$ cat src/rtl/program_sequencer_stack.sv
`default_nettype none
// ============================================================================
// Module      : program_sequencer_stack
// Description : Program sequencer that produces the next program-memory
//               address. Supports skip, jmp and jmp_nz, plus call/ret through
//               a LIFO return stack and a hold (stall) input.
// Revision    : 1.0 - initial release
// ============================================================================
module program_sequencer_stack #(
    parameter int PC_W        = 8,
    parameter int JA_W        = 4,
    parameter int STACK_DEPTH = 4,
    parameter int SP_W        = 3
) (
    input  logic            clk,
    input  logic            reset_n,
    input  logic            sync_reset,
    input  logic            hold,
    input  logic            skip,
    input  logic            jmp,
    input  logic            jmp_nz,
    input  logic            dont_jmp,
    input  logic            call,
    input  logic            ret,
    input  logic [JA_W-1:0] jmp_addr,
    output logic [PC_W-1:0] pm_addr,
    output logic [PC_W-1:0] pc,
    output logic [PC_W-1:0] from_PS,
    output logic [SP_W-1:0] stack_count,
    output logic            stack_err
);

    logic [PC_W-1:0] tgt;
    logic [PC_W-1:0] pc_inc1;
    logic [PC_W-1:0] pc_inc2;
    logic [PC_W-1:0] top_entry;
    logic [PC_W-1:0] stack_mem [STACK_DEPTH];
    logic            stack_full;
    logic            stack_empty;
    logic            do_push;
    logic            do_pop;
    logic            set_err;

    generate
        if (JA_W == PC_W) begin : g_tgt_full
            assign tgt = jmp_addr;
        end else begin : g_tgt_pad
            assign tgt = {jmp_addr, {(PC_W-JA_W){1'b0}}};
        end
    endgenerate

    assign pc_inc1     = pc + PC_W'(1);
    assign pc_inc2     = pc + PC_W'(2);
    assign stack_full  = (stack_count == SP_W'(STACK_DEPTH));
    assign stack_empty = (stack_count == '0);
    assign from_PS     = top_entry;

    // Top-of-stack select; no entry matches when empty, so the result is 0.
    always_comb begin
        top_entry = '0;
        for (int i = 0; i < STACK_DEPTH; i++) begin
            if (stack_count == SP_W'(i + 1)) top_entry = stack_mem[i];
        end
    end

    always_comb begin
        pm_addr = pc_inc1;
        do_push = 1'b0;
        do_pop  = 1'b0;
        set_err = 1'b0;
        if (!reset_n) begin
            pm_addr = '0;
        end else if (sync_reset) begin
            pm_addr = '0;
        end else if (hold) begin
            pm_addr = pc;
        end else if (skip) begin
            pm_addr = pc_inc2;
        end else if (jmp) begin
            pm_addr = tgt;
        end else if (call) begin
            pm_addr = tgt;
            if (stack_full) set_err = 1'b1;
            else            do_push = 1'b1;
        end else if (ret) begin
            if (stack_empty) begin
                pm_addr = pc_inc1;
                set_err = 1'b1;
            end else begin
                pm_addr = top_entry;
                do_pop  = 1'b1;
            end
        end else if (jmp_nz && !dont_jmp) begin
            pm_addr = tgt;
        end
    end

    always_ff @(posedge clk or negedge reset_n) begin
        if (!reset_n) begin
            pc          <= '0;
            stack_count <= '0;
            stack_err   <= 1'b0;
            for (int i = 0; i < STACK_DEPTH; i++) stack_mem[i] <= '0;
        end else begin
            pc <= pm_addr;
            if (sync_reset) begin
                stack_count <= '0;
            end else if (do_push) begin
                stack_count <= stack_count + SP_W'(1);
            end else if (do_pop) begin
                stack_count <= stack_count - SP_W'(1);
            end
            // The new entry lands at index stack_count, becoming the new top.
            for (int i = 0; i < STACK_DEPTH; i++) begin
                if (do_push && stack_count == SP_W'(i)) stack_mem[i] <= pc_inc1;
            end
            if (set_err) stack_err <= 1'b1;
        end
    end

endmodule
`default_nettype wire
$ cat config.mk
export PLATFORM = sky130hd
export DESIGN_NAME = program_sequencer_stack
export DESIGN_NICKNAME = d
export VERILOG_FILES = /design/src/rtl/program_sequencer_stack.sv
export SDC_FILE = /design/constraint.sdc
export NUM_CORES = 1
export LEC_CHECK = 0
export BUFFER_PORTS_ARGS = -buffer_cell sky130_fd_sc_hd__clkbuf_2
export CAP_MARGIN = 20
export CORE_MARGIN = 2
export CORE_UTILIZATION = 40
export CTS_BUF_LIST = sky130_fd_sc_hd__clkbuf_4
export DETAILED_ROUTE_END_ITERATION = 10
export REMOVE_ABC_BUFFERS = 1
export SETUP_SLACK_MARGIN = 0.1
export SKIP_LAST_GASP = 1
export SLEW_MARGIN = 25
export SYNTH_ARGS = -nofsm -noshare
export SYNTH_HDL_FRONTEND = slang
export SYNTH_SLANG_ARGS = --single-unit
$ cat constraint.sdc
create_clock -name clk -period 3.12 [get_ports clk]
set_input_delay 0.312 -clock clk [delete_from_list [all_inputs] [get_ports clk]]
set_output_delay 0.312 -clock clk [all_outputs]
set_load 0.005 [all_outputs]
==> summary.md <==
| Metric | Value |
|---|---|
| Run status | complete, no violations |
| Total grt overflow | 0 |
| CTS Sinks | 44 |
| Drt drc | 0 |
| Initial antenna violation count | 0 |
| CTS clk-pin slew, worst paths | 0.13 ns |
| Detailed Routing Iterations Pass 1 | 4 |
| Setup Slack @ Placement | 0.529 ns |
| Die footprint | 0.00746 sq mm |
| Multi-input logic area | 0.00145 sq mm |
| TNS Setup | 0 ns |
| Main combinational cell family by area after synthesis | compound AO/OA/AOI/OAI gates |
| Io pins | 42 |
| Ratio of cells with drive above 1 in the final layout | 0.220 |
| Worst skew pair latency | 0.35 ns |
| VDD IR max | 0.174 mV |
| Clock tree from TritonCTS | built |
| First-pass GRT wire length | 11.6 mm |
| Commonest cells after routing, fill and taps aside | 46 x nand2_1, 44 x dfrtp_1, 41 x clkbuf_2, 25 x a21oi_1, 25 x o21ai_1 |
| Nets | 358 |
| Buffers added on ports | 41 |
| Seq. cell area | 0.00110 sq mm |
| Synthesized area | 0.00271 sq mm |
| Switching Power | 265 uW |
| CTS H-tree lvls | 2 |
| Final Hold Viols | 0 |
| Hold Path Class | in2reg |
| Synth Area in Compound Gates | 0.243 |
| Setup slack after layout | 0.326 ns |
| Asr flop ratio synth | 1.00 |
| Setup-failing EPs final | 0 |
| Detailed-placement wirelength estimate | 5.24 mm |
| Vias | 2297 |
| Slew Viols, Final | 0 |
| CTS max path bufs | 2 |
| Rel. slew slack | 0.584 |
| Final period util | 0.896 |
| Switching part of the total | 0.251 |
| Critical Path Start Type | flip-flop |
| GP Congestion | 0.928 |
| F_max | 358 MHz |
| # diodes | 0 |
| Vias in the first global route | 2181 |
| Crit. End Element | output port |
| Yosys reg bits | 44 |
| Power Internal | 789 uW |
| Post-CTS setup buffer count | 0 |
| Worst Max-Slew Pin Slew | 0.624 ns |
| Seq/Total Area, Yosys | 0.406 |
| Fillers | 674 |
| Clk_skew | 0.00797 ns |
| Post-synthesis simple-gate area fraction | 0.215 |
| Data required, critical path | 2.81 ns |
| Initial core utilization | 0.406 |
| Most common cell after layout, fill and taps aside | nand2_1 |
| Max-Cap Viols | 0 |
| Critical path class | reg2out |
| RSZ-0062 raised after global routing | no |
| Synth Flop Type | dfrtp_1 |
| Global-route usage over all layers | 0.200 |
| Crit path max fanout | 14 |
| Final critical-path required period | 2.79 ns |
| Synthesized area per cell | 8.96 sq um |
| CTS root buffer | clkbuf_4 |
| Pleak | 1.32 nW |
| TritonCTS buffer count | 5 |
| Initial DRC Count | 139 |
| Largest cells by area after synthesis | dfrtp_1 41%, nand2_1 6.4%, a21oi_1 4.8% |
| Post-synth EDFFs | 0 |
| Vias per cell | 5.51 |
| DRT Wirelength | 6.79 mm |
| Post-synth top area share | 0.406 |
| Ys Warns | 0 |
| Synth Area in Adders | 0.0369 |
| Final hold slack | 0.234 ns |
| Die H | 86.4 um |
| Post-synth top area cell | dfrtp_1 |
| Area grow syn2layout | 10.7% |
| Netlist cell types | 56 |
| Comb power frac | 0.106 |
| Die width | 86.4 um |
| Core area | 0.00668 sq mm |
| Cells after synthesis | 303 |
| Pwr Density | 351 mW/mm^2 |
| Critical Path AT | 2.48 ns |
| XOR/XNOR Fraction of Synth Area | 0.0295 |
| FP Rows | 30 |
| Drt wl/cell | 16.3 um |
| Sequential Power Share | 0.567 |
| Antenna viol nets, final | 0 |
| Largest net degree at the start of global routing | 37 |
| Clock power frac | 0.327 |
| Post-synthesis mux area share | 0.00369 |
[cells by family (layout without fill, tap and decap cells)]
family | after synthesis | count (layout)
xor+xnor | 7 | 7
flops | 44 | 44
mux | 1 | 1
simple gates | 110 | 110
fa+ha+maj | 8 | 8
compound gates | 103 | 103
buf+inv | 30 | 64
[worst paths after layout]
| kind | to | from | cells past startpoint | slack, ns |
|---|---|---|---|---|
| min in group asynchronous | stack_err | reset_n | 2 | 0.37 |
| max in group asynchronous | stack_mem[28] | reset_n | 3 | 1.99 |
| setup / recovery | pm_addr[6] | stack_count[1] | 8 | 0.33 |
| setup reg to reg | pc[7] | stack_count[1] | 7 | 1.01 |
| hold reg to reg | stack_err | stack_err | 1 | 0.48 |
| hold / removal | stack_count[0] | sync_reset | 2 | 0.23 |
[synthesized netlist by cell type (2+ instances only)]
cell type  count
ha_1           8
xor2_1         4
or2_1          4
o21ai_0       12
clkbuf_1       3
inv_1         10
o21ai_1       25
a21oi_1       26
a221o_1        4
nand3b_1       3
a41o_1         2
buf_6          6
a31oi_1        6
buf_4          4
nor2_1        15
o21ai_2        9
nor2b_1        4
nor3b_1        2
nand3_1        8
nor3_1         2
nand2_1       46
and2_1         3
dfrtp_1       44
o221ai_1       2
xnor2_1        2
a22oi_1        3
nand2b_1       4
nand4_1        5
buf_2          6
and3_1         3
a311oi_1       2
a32oi_1        2
[repair_timing]
item,in CTS,in global routing
hold endpoints to repair,10,0
endpoints found under the setup margin,1,7
pin swaps,0,0
hold buffers,1,0
gates resized for setup,1,3
[state kept, by name (all words and copies together), names as in the netlist]
name / count
pc: 8
stack_count: 3
stack_err: 1
stack_mem: 32
[power by group through the flow]
stage          clock network [mW]  logic (mW)  registers, mW
5_1_grt                     0.379       0.126          0.600
2_1_floorplan                   0      0.0538          0.606
6_report                    0.345       0.112          0.597
3_3_place_gp                    0       0.111          0.608
3_5_place_dp                    0       0.112          0.608
4_1_cts                     0.359       0.113          0.597
[worst max-delay path: stages, from the launching register on]
cell and delay (ns):
dfrtp_1 0.45, ha_1 0.21, ha_2 0.27, nor4b_4 0.31, a2111oi_1 0.15, o21a_1 0.21, a211o_1 0.23, a21oi_2 0.16
clkbuf_2 0.13
[layer usage]
layer / wire length [um] / part of all wire / GRT usage / up-vias
li1: - / - / - / 1162
met3: 354 / 0.052 / 0.0314 / 8
met2: 3240 / 0.48 / 0.318 / 77
met1: 3080 / 0.45 / 0.277 / 1050
met4: 111 / 0.016 / 0.0696 / 0
met5: 0 / 0 / 0 / -
[area by class of cell]
class | instances | area share
well taps | 80 | 0.0333
clock buffers | 5 | 0.0125
multi-input cells | 229 | 0.483
clock inverters | 3 | 0.0125
flip-flops and latches | 44 | 0.366
inverters | 11 | 0.0137
repair buffers | 45 | 0.0791
[per-stage QoR]
stage                      util  instance area [sq um]  instances  power [mW]
after global placement    0.434                   2900        408       0.719
after floorplan               -                   2570        284       0.660
after CTS                 0.449                   3000        417        1.07
after detailed placement  0.434                   2900        408       0.720
final                     0.450                   3010        417        1.05
after global routing      0.450                   3010        417        1.10
Note: power is estimated with default switching activity, not from simulation.
